--- src/rtl/cpu_defs_pkg.sv ---
// Shared CPU control definitions: opcodes, FSM state encoding and opcode classification.
package cpu_defs_pkg;
    localparam int OP_W_DEF = 5;
    localparam int MEM_WAIT_DEF = 15;

    localparam logic [4:0] OPC_LD   = 5'b00000;
    localparam logic [4:0] OPC_LDI  = 5'b00001;
    localparam logic [4:0] OPC_ST   = 5'b00010;
    localparam logic [4:0] OPC_ADD  = 5'b00011;
    localparam logic [4:0] OPC_SUB  = 5'b00100;
    localparam logic [4:0] OPC_SHR  = 5'b00101;
    localparam logic [4:0] OPC_SHL  = 5'b00110;
    localparam logic [4:0] OPC_ROR  = 5'b00111;
    localparam logic [4:0] OPC_ROL  = 5'b01000;
    localparam logic [4:0] OPC_AND  = 5'b01001;
    localparam logic [4:0] OPC_OR   = 5'b01010;
    localparam logic [4:0] OPC_ADDI = 5'b01011;
    localparam logic [4:0] OPC_ANDI = 5'b01100;
    localparam logic [4:0] OPC_ORI  = 5'b01101;
    localparam logic [4:0] OPC_MUL  = 5'b01110;
    localparam logic [4:0] OPC_DIV  = 5'b01111;
    localparam logic [4:0] OPC_NEG  = 5'b10000;
    localparam logic [4:0] OPC_NOT  = 5'b10001;
    localparam logic [4:0] OPC_BR   = 5'b10010;
    localparam logic [4:0] OPC_JR   = 5'b10011;
    localparam logic [4:0] OPC_MFHI = 5'b10111;
    localparam logic [4:0] OPC_MFLO = 5'b11000;
    localparam logic [4:0] OPC_NOP  = 5'b11001;
    localparam logic [4:0] OPC_HALT = 5'b11010;

    localparam logic [4:0] OP_ADD = OPC_ADD;

    typedef enum logic [3:0] {
        S_RST, S_T0, S_T1, S_T2, S_T3, S_T4, S_T5, S_T6, S_T7, S_HALT, S_FAULT
    } state_t;

    typedef enum logic [3:0] {
        C_ALU, C_IMM, C_LD, C_LDI, C_ST, C_MULDIV, C_NEGNOT,
        C_BR, C_JR, C_MFHI, C_MFLO, C_HALT, C_NOP
    } op_class_t;

    // Undefined opcodes fall into C_NOP so they retire from T3 with no strobes.
    function automatic op_class_t classify(input logic [4:0] op);
        op_class_t c;
        case (op)
            OPC_LD:                                   c = C_LD;
            OPC_LDI:                                  c = C_LDI;
            OPC_ST:                                   c = C_ST;
            OPC_ADD, OPC_SUB, OPC_SHR, OPC_SHL,
            OPC_ROR, OPC_ROL, OPC_AND, OPC_OR:        c = C_ALU;
            OPC_ADDI, OPC_ANDI, OPC_ORI:              c = C_IMM;
            OPC_MUL, OPC_DIV:                         c = C_MULDIV;
            OPC_NEG, OPC_NOT:                         c = C_NEGNOT;
            OPC_BR:                                   c = C_BR;
            OPC_JR:                                   c = C_JR;
            OPC_MFHI:                                 c = C_MFHI;
            OPC_MFLO:                                 c = C_MFLO;
            OPC_HALT:                                 c = C_HALT;
            default:                                  c = C_NOP;
        endcase
        return c;
    endfunction
endpackage

--- src/rtl/mem_wait_timer.sv ---
// Counts cycles a memory request has waited; expired flags the last permitted waiting cycle.
module mem_wait_timer #(
    parameter int LIMIT = 15
) (
    input  logic clk,
    input  logic clr,
    input  logic restart,
    input  logic count,
    output logic expired
);
    localparam int W = $clog2(LIMIT + 1);

    logic [W-1:0] cnt;

    always_ff @(posedge clk or negedge clr) begin
        if (!clr)
            cnt <= '0;
        else if (restart)
            cnt <= '0;
        else if (count)
            cnt <= cnt + 1'b1;
    end

    // This waiting cycle is the one that brings the count to LIMIT.
    assign expired = count && (cnt == W'(LIMIT - 1));
endmodule

--- src/rtl/control_unit.sv ---
// Fetch/decode/execute sequencer: state-decoded strobes for the datapath and memory handshake.
module control_unit
    import cpu_defs_pkg::*;
#(
    parameter int         OP_W     = OP_W_DEF,
    parameter logic [4:0] OP_ADD_C = OP_ADD,
    parameter int         MEM_WAIT = MEM_WAIT_DEF
) (
    input  logic            clk,
    input  logic            clr,
    input  logic [OP_W-1:0] ir_op,
    input  logic            con_ff,
    input  logic            mem_ready,
    output logic            pc_out, mdr_out, zlo_out, zhi_out, hi_out, lo_out, c_out,
    output logic            mar_in, pc_enable, pc_increment, ir_enable, y_enable,
    output logic            mdr_enable, mdr_read, zlo_enable, zhi_enable,
    output logic            lo_enable, hi_enable, con_enable,
    output logic            gra, grb, grc, r_in, r_out, ba_out,
    output logic [OP_W-1:0] op_code,
    output logic            mem_read,
    output logic            mem_write,
    output logic            run,
    output logic            fault
);
    state_t    state;
    op_class_t cls;
    logic      waiting, expired;

    assign cls = classify(ir_op[4:0]);
    assign waiting = (state == S_T1) || (state == S_T6 && cls == C_LD) || (state == S_T7 && cls == C_ST);

    mem_wait_timer #(.LIMIT(MEM_WAIT)) u_timer (
        .clk     (clk),
        .clr     (clr),
        .restart (!waiting),
        .count   (waiting && !mem_ready),
        .expired (expired)
    );

    always_ff @(posedge clk or negedge clr) begin
        if (!clr) begin
            state <= S_RST;
        end else begin
            case (state)
                S_RST: state <= S_T0;
                S_T0:  state <= S_T1;
                S_T1:  if (mem_ready) state <= S_T2; else if (expired) state <= S_FAULT;
                S_T2:  state <= S_T3;
                S_T3: begin
                    case (cls)
                        C_HALT:                     state <= S_HALT;
                        C_JR, C_MFHI, C_MFLO, C_NOP: state <= S_T0;
                        default:                    state <= S_T4;
                    endcase
                end
                S_T4:  state <= (cls == C_NEGNOT) ? S_T0 : S_T5;
                S_T5:  state <= (cls == C_ALU || cls == C_IMM || cls == C_LDI) ? S_T0 : S_T6;
                S_T6: begin
                    if (cls == C_LD) begin
                        if (mem_ready) state <= S_T7; else if (expired) state <= S_FAULT;
                    end else if (cls == C_ST) begin
                        state <= S_T7;
                    end else begin
                        state <= S_T0;
                    end
                end
                S_T7: begin
                    if (cls == C_ST) begin
                        if (mem_ready) state <= S_T0; else if (expired) state <= S_FAULT;
                    end else begin
                        state <= S_T0;
                    end
                end
                S_HALT:  state <= S_HALT;
                S_FAULT: state <= S_FAULT;
                default: state <= S_RST;
            endcase
        end
    end

    assign run   = !(state == S_RST || state == S_HALT || state == S_FAULT);
    assign fault = (state == S_FAULT);

    always_comb begin
        {pc_out, mdr_out, zlo_out, zhi_out, hi_out, lo_out, c_out} = '0;
        {mar_in, pc_enable, pc_increment, ir_enable, y_enable} = '0;
        {mdr_enable, mdr_read, zlo_enable, zhi_enable} = '0;
        {lo_enable, hi_enable, con_enable} = '0;
        {gra, grb, grc, r_in, r_out, ba_out} = '0;
        op_code   = '0;
        mem_read  = 1'b0;
        mem_write = 1'b0;
        case (state)
            S_T0: begin pc_out = 1'b1; mar_in = 1'b1; pc_increment = 1'b1; end
            S_T1: begin
                mem_read = 1'b1;
                if (mem_ready) begin mdr_read = 1'b1; mdr_enable = 1'b1; end
            end
            S_T2: begin mdr_out = 1'b1; ir_enable = 1'b1; end
            S_T3: begin
                case (cls)
                    C_ALU, C_IMM:      begin grb = 1'b1; r_out = 1'b1; y_enable = 1'b1; end
                    C_LD, C_LDI, C_ST: begin grb = 1'b1; r_out = 1'b1; ba_out = 1'b1; y_enable = 1'b1; end
                    C_MULDIV:          begin gra = 1'b1; r_out = 1'b1; y_enable = 1'b1; end
                    C_NEGNOT:          begin grb = 1'b1; r_out = 1'b1; op_code = ir_op; zlo_enable = 1'b1; end
                    C_BR:              begin gra = 1'b1; r_out = 1'b1; con_enable = 1'b1; end
                    C_JR:              begin gra = 1'b1; r_out = 1'b1; pc_enable = 1'b1; end
                    C_MFHI:            begin hi_out = 1'b1; gra = 1'b1; r_in = 1'b1; end
                    C_MFLO:            begin lo_out = 1'b1; gra = 1'b1; r_in = 1'b1; end
                    default: ;
                endcase
            end
            S_T4: begin
                case (cls)
                    C_ALU:             begin grc = 1'b1; r_out = 1'b1; op_code = ir_op; zlo_enable = 1'b1; end
                    C_IMM:             begin c_out = 1'b1; op_code = ir_op; zlo_enable = 1'b1; end
                    C_LD, C_LDI, C_ST: begin c_out = 1'b1; op_code = OP_W'(OP_ADD_C); zlo_enable = 1'b1; end
                    C_MULDIV: begin
                        grb = 1'b1; r_out = 1'b1; op_code = ir_op; zlo_enable = 1'b1; zhi_enable = 1'b1;
                    end
                    C_NEGNOT:          begin zlo_out = 1'b1; gra = 1'b1; r_in = 1'b1; end
                    C_BR:              begin pc_out = 1'b1; y_enable = 1'b1; end
                    default: ;
                endcase
            end
            S_T5: begin
                case (cls)
                    C_ALU, C_IMM, C_LDI: begin zlo_out = 1'b1; gra = 1'b1; r_in = 1'b1; end
                    C_LD, C_ST:          begin zlo_out = 1'b1; mar_in = 1'b1; end
                    C_MULDIV:            begin zlo_out = 1'b1; lo_enable = 1'b1; end
                    C_BR:                begin c_out = 1'b1; op_code = OP_W'(OP_ADD_C); zlo_enable = 1'b1; end
                    default: ;
                endcase
            end
            S_T6: begin
                case (cls)
                    C_LD: begin
                        mem_read = 1'b1;
                        if (mem_ready) begin mdr_read = 1'b1; mdr_enable = 1'b1; end
                    end
                    C_ST:     begin gra = 1'b1; r_out = 1'b1; mdr_enable = 1'b1; end
                    C_MULDIV: begin zhi_out = 1'b1; hi_enable = 1'b1; end
                    C_BR:     begin zlo_out = 1'b1; pc_enable = con_ff; end
                    default: ;
                endcase
            end
            S_T7: begin
                if (cls == C_LD) begin mdr_out = 1'b1; gra = 1'b1; r_in = 1'b1; end
                else if (cls == C_ST) mem_write = 1'b1;
            end
            default: ;
        endcase
    end
endmodule
--- config.mk ---
export PLATFORM = sky130hd
export DESIGN_NAME = control_unit
export DESIGN_NICKNAME = d
export VERILOG_FILES = /design/src/rtl/cpu_defs_pkg.sv /design/src/rtl/mem_wait_timer.sv /design/src/rtl/control_unit.sv
export SDC_FILE = /design/constraint.sdc
export NUM_CORES = 1
export LEC_CHECK = 0
export ABC_AREA = 1
export CAP_MARGIN = 20
export CORE_UTILIZATION = 48
export DETAILED_ROUTE_END_ITERATION = 8
export PLACE_DENSITY = 0.88
export REMOVE_ABC_BUFFERS = 1
export SLEW_MARGIN = 25
export SYNTH_ARGS = -nofsm -noshare
export SYNTH_HDL_FRONTEND = slang
export SYNTH_SLANG_ARGS = --single-unit
--- constraint.sdc ---
create_clock -name clk -period 3.88 [get_ports clk]
set_clock_uncertainty 0.1 [all_clocks]
set_input_delay 0.776 -clock clk [delete_from_list [all_inputs] [get_ports clk]]
set_output_delay 0.776 -clock clk [all_outputs]
set_load 0.01 [all_outputs]
# ---- Word-level counts from Yosys, hierarchy flattened
# Memories as Yosys holds them, arrays and structs flattened.
# Index checks and enable logic that the tools add are counted.
dict set report totals {
  reg_bits 8
  out_inout_bits 34
  word_cells 121
  ram_bits 0
  latchBits 0
  memories 1
  rom_bits 128
  inputBits 9
}
# name words word_bits rd rd_clocked_by_memory_dff write_ports line
set mem_list {}
lappend mem_list {{(no name shown)} 32 4 1 0 0 cpu_defs_pkg.sv:45} ;# case (op)
dict set report op_classes {
  n_lt_le_gt_ge 0
  bitwise_logic 0
  add_sub_neg 1
  n_eq_ne 24
  n_div 0
  reduce_logical 26
  n_shift 0
  n_mux 67
  multipliers 0
}
# cell count
set op_table {}
lappend op_table {{one-hot mux 4 bit (11 select lines)} 1}
lappend op_table {{equality test 4 bit (second input constant)} 9}
lappend op_table {{two-way mux 4 bit} 9}
lappend op_table {{two-way mux 1 bit} 34}
lappend op_table {{equality test 4 x 3 -> 1 bit (second input constant)} 8}
lappend op_table {{one-hot mux 1 bit (2 select lines)} 11}
lappend op_table {{equality test 4 x 2 -> 1 bit (second input constant)} 4}
lappend op_table {{one-hot mux 5 bit (3 select lines)} 1}
lappend op_table {{OR reduction 6 bit} 2}
lappend op_table {{one-hot mux 5 bit (2 select lines)} 1}
lappend op_table {{one-hot mux 1 bit (3 select lines)} 3}
lappend op_table {{OR reduction 3 bit} 3}
lappend op_table {{OR reduction 9 bit} 1}
lappend op_table {{equality test 4 x 1 -> 1 bit (second input constant)} 2}
lappend op_table {{zero test 4 bit} 2}
lappend op_table {{one-hot mux 4 bit (2 select lines)} 1}
lappend op_table {{OR reduction 4 bit} 2}
lappend op_table {{logical OR 1 bit} 6}
lappend op_table {{two-way mux 3 bit} 2}
lappend op_table {{OR reduction 2 bit} 3}
lappend op_table {{two-way mux 5 bit} 1}
lappend op_table {{one-hot mux 1 bit (5 select lines)} 1}
lappend op_table {{OR reduction 5 bit} 1}
lappend op_table {{adder 4 x 1 -> 4 bit (second input constant)} 1}
lappend op_table {{5 further kinds} 9}

# ---- Logic depth before layout (Yosys ltp)
# Gate-level depths: netlist of run 1.
# An unclocked memory read counts as a cell.
dict set report logic_depth {
  word_depth 11
  depth_mapped 14
  mapped_depth_nobuf 14
}

# ---- Hierarchy
# Synthesis of run 1 repeated with hierarchy kept, for this count alone.
dict set report hier_totals {
  cells_unflattened 238
  hier_area_um2 1212.4
}
# mod seq_area_each_um2 cells_each area_per_inst_um2 instances
set by_module_without_submodules {}
lappend by_module_without_submodules {control_unit 100.1 211 991.0 1}
lappend by_module_without_submodules {mem_wait_timer 100.1 27 221.5 1}

# ---- Least setup slack after synthesis of run 1
# Ideal clock, no wire load.
dict set report synth_path {
  kind {input -> output}
  from {in ir_op[4]}
  to {out zhi_out}
  t_required_ps 3004
  path_buffers 2
  stages 9
  arrival_time_ps 2001
  slack_ps 1003
  path_cell_list {buf_4 nor2_2 nand3_1 nand2_4 nand2_4 nor2_1 inv_1 nor3_1 buf_4}
}
dict set report synth_between {
  elab_chain_len 4
}
# element line
set synth_rtl {}
lappend synth_rtl {{start: declaration} control_unit.sv:11} ;# input logic [OP_W-1:0] ir_op,
lappend synth_rtl {{memory (32 x 4 bit)} --}
lappend synth_rtl {{equality test 4 x 3 -> 1 bit} --}
lappend synth_rtl {{two-way mux 1 bit (2 in series)} --}
lappend synth_rtl {{end: declaration} control_unit.sv:14} ;# output logic pc_out, mdr_out, zlo_out, zhi_out, hi_out, lo_out, c_out,
# No other way between the ends.

# ---- Worst setup path after layout of run 1
dict set report layout_path {
  from {in ir_op[0]}
  to {out op_code[2]}
}
dict set report layout_between {
  elab_chain_len 5
  word_cells_on_any_way 13
  classes_between {eq/ne (6); mux (3); reduce/logical (3); memory (1)}
}
# element line
set layout_rtl {}
lappend layout_rtl {{memory (32 x 4 bit) *} --}
lappend layout_rtl {{equality test 4 x 1 -> 1 bit (tied with other cells)} control_unit.sv:114} ;# case (cls)
lappend layout_rtl {{OR reduction 3 bit, on equally long branches} --}
lappend layout_rtl {{one-hot mux 5 bit (2 select lines)} control_unit.sv:114}
lappend layout_rtl {{one-hot mux 5 bit (3 select lines) *} control_unit.sv:93} ;# case (state)
lappend layout_rtl {{end: declaration} control_unit.sv:19} ;# output logic [OP_W-1:0] op_code,
# Mark *: on every way between the ends. The rest lies on a longest branch, timed or not.

==> results.cfg, run 1 <==
[global_routing]
gr-usage-all-layers = 0.2932
antenna_found_initial = 0
grt_pass1_vias = 1349
grt_pass1_wl_mm = 5.934
grt_max_degree = 10
grt.overflow.total = 0

[synth]
synth.area.mux_share = 0
synthDominantCellAreaShare = 0.1682
yosys.area_share.simple = 0.5289
synth.area.top_cells = dfrtp_1, nor2_1, nand2_1, inv_1, nand3_1
syn_area_sq_um = 1190
synthAdderAreaFrac = 0.02103
synth.yosys.seq_area_share = 0.1682
synth-seq-cells = 8
synth_area_leader_cell = dfrtp_1
synth-xor-area-share = 0.01472
ys_types = 27
ys_warn_count = 0
synth_top_family_by_area = simple AND/OR/NAND/NOR gates
synth_area_per_cell_sq_um = 5.776
synth_cells = 206
synth_compound_area_frac = 0.1377

[run_status]
status = finished clean

[drt]
drtPass1Iterations = 4
drtAntennaViolNets = 0
vias = 1521
remaining_drc_errors = 0
routed_wl_mm = 3.661
first_iter_violations = 69
wl_per_cell_um = 12.94
viasPerCell = 5.375

[critical_path]
critPathKind = input port to output port
worst-endpoint-arrival_ns = 2.79
crit_buf_inv = 3
crit_top_cell = nand2_1
end_kind = output port
worstPathRequired_ns = 3.00
worst_path_dominant_cell_family = simple AND/OR/NAND/NOR gates
worstPathMaxFanout = 7
crit_slowest_cell = clkdlybuf4s50_1
crit_path_start_kind = input port
crit_chain = dlygate4sd2_1, nor2_2, nand2_1, nand2_1, nand2_1, nand2_2, nand2_1, nor2_2, nand2_2, o21ai_1, inv_1, nor2_1, clkdlybuf4s50_1
cpPeakStageDelay_ns = 0.54

[sta]
grt_setup_unrepaired = no
worst_slew_pin_slew_ns = 0.3757
finalSetupViolations = 0
finalMaxSlewViolations = 0
period_needed_ns = 3.666
hold_violations = 0
finalCritPeriodShare = 0.9449
max_freq_mhz = 272.8
max-slew-margin-rel = 0.7488

[floorplanning]
core_sq_um = 2276
die_area_sq_um = 2682
rows = 17
io_pins = 43
die_w_um = 51.79
dieHeight_um = 51.79
start_util = 0.5228

[final_layout]
fillCellCount = 188
seq_area_sq_um = 200.2
multi_input_area_sq_um = 843.3
fin_util = 0.7499
syn_to_final_growth_pct = 43.43
fin_cells = 283
drive_above_1_share = 0.1686
nNetsFinal = 268
diodes = 0
fin_area_sq_um = 1707

[clocking]
clockRootBuffer = clkbuf_4
tritoncts = built
htree_levels = 1
cts_buffers = 3
clock_latency_ns = 0.27
clock_path_buffers = 2
clkSlewWorstSetupHoldPaths_ns = 0.06
cts_hold_buffers = 0
numClockSinks = 8

[pwr]
power_mw = 0.6613
p_per_area_nw_per_um2 = 387.5
ir_drop_uv = 312.6
power.leakage_nw = 0.7962

[min_path]
hold_path_class = register to register

[run]
drv_cap = 0

[placement]
placed_cells = 280
dp_hpwl_mm = 2.960
io_buffer_count = 42
gp_congestion = 0.9436
placed_cell_area_sq_um = 1675
## metrics by stage
stage	setup WS, ns	hold WS (ns)	TNS (ns)
4_1_cts	0.01131	0.4903	0
6_report	0.2137	0.4861	0
3_3_place_gp	-0.01571	0.4430	-0.03029
3_5_place_dp	-0.08742	0.4819	-0.2982
5_1_grt	0.008327	0.5114	0
2_1_floorplan	1.151	0.3804	0
## cells in the mapped netlist
| cell | n |
|---|---|
| nor2_4 | 3 |
| nand3b_1 | 1 |
| nor3_1 | 9 |
| o21ai_0 | 13 |
| nor2_1 | 39 |
| nor4_2 | 1 |
| nand3_4 | 1 |
| nand2_1 | 34 |
| o211ai_1 | 4 |
| nor2_2 | 5 |
| o221ai_1 | 1 |
| nand2_2 | 6 |
| o21ai_1 | 4 |
| clkinv_1 | 1 |
| nand4_1 | 1 |
| inv_1 | 28 |
| o21a_1 | 1 |
| dfrtp_1 | 8 |
| o31ai_1 | 1 |
| nand2_4 | 3 |
| a21oi_1 | 5 |
| xor2_1 | 2 |
| ha_1 | 2 |
| buf_4 | 2 |
| nand3_2 | 3 |
| inv_2 | 8 |
| nand3_1 | 20 |
## registers in the layout, indices dropped and copies added (netlist names)
name	cells
state	4
u_timer.cnt	4
## layer usage
layer / GRT usage / share of wire / vias up
li1: - / - / 762
met1: 0.4043 / 0.45 / 681
met2: 0.4913 / 0.48 / 76
met3: 0.04678 / 0.061 / 2
met4: 0.03604 / 0.0041 / 0
met5: 0 / 0 / -
## cells by family (layout without fill, tap and decap cells)
kind of cell / after synthesis / after routing
AO/OA/AOI/OAI: 29 / 29
XOR/XNOR: 2 / 2
adder cells (fa/ha/maj): 2 / 2
buffers and inverters: 39 / 88
flip-flops: 8 / 8
AND/OR/NAND/NOR: 126 / 126
## where the power goes
group          internal, mW  switching [mW]
logic                 0.195           0.266
clock network        0.0358          0.0344
registers             0.104          0.0263
total                 0.334           0.327
## cell type report
class | count | share of cell area
Clock buffer | 3 | 0.01320
Inverter | 37 | 0.08138
Multi-Input combinational cell | 159 | 0.4941
Sequential cell | 8 | 0.1173
Tap cell | 28 | 0.02053
Timing Repair Buffer | 48 | 0.2735
## worst register-to-register path, delay by kind of cell (launching register included)
kind,cells,cell delay [ns]
AND/OR/NAND/NOR,4,0.81
buffers and inverters,3,0.38
AO/OA/AOI/OAI,1,0.19
flip-flops,1,0.37
## final timing paths
path / end / slack [ns] / start / depth (start not counted)
setup / recovery: op_code[2] / 0.21 / ir_op[0] / 13
hold / removal: u_timer.cnt[0] / 0.49 / u_timer.cnt[0] / 2
setup reg to reg: state[3] / 1.97 / state[3] / 8
hold reg to reg: u_timer.cnt[0] / 0.49 / u_timer.cnt[0] / 2
max in group asynchronous: u_timer.cnt[3] / 2.72 / clr / 1
min in group asynchronous: state[1] / 0.69 / clr / 1
## timing repair
item                                    CTS  global route
buffers inserted                          0             0
endpoints found under the setup margin    8            19
pin swaps                                 0             1
gates cloned                              0             0
resized for setup                         4             5
## cells in the final DEF (no fill, tap or decap), types with 2 or more instances in the layout
cell type	count
nand2_2	7
nand2_4	3
ha_1	2
a21oi_1	5
dlymetal6s2s_1	2
nand3_1	20
nor2_2	7
o21ai_0	13
inv_1	27
nor2_4	3
nor2_1	37
buf_4	6
nand2_1	33
nand3_2	3
dfrtp_1	8
clkdlybuf4s50_1	37
dlygate4sd2_1	3
o21ai_1	4
inv_2	9
o211ai_1	4
xor2_1	2
clkbuf_4	3
nor3_1	9
Note: power is estimated with default switching activity, not from simulation.
==> inputs of run 2 (changes only) <==
CAP_MARGIN = 15   (was 20)
==> results of run 2 <==
Final layout, timing and power as in run 1 (identical DEF).
==> inputs of run 3 (changes only) <==
CAP_MARGIN = 30   (was 15)
==> results of run 3 <==
Final layout, timing and power as in run 1 (identical DEF).
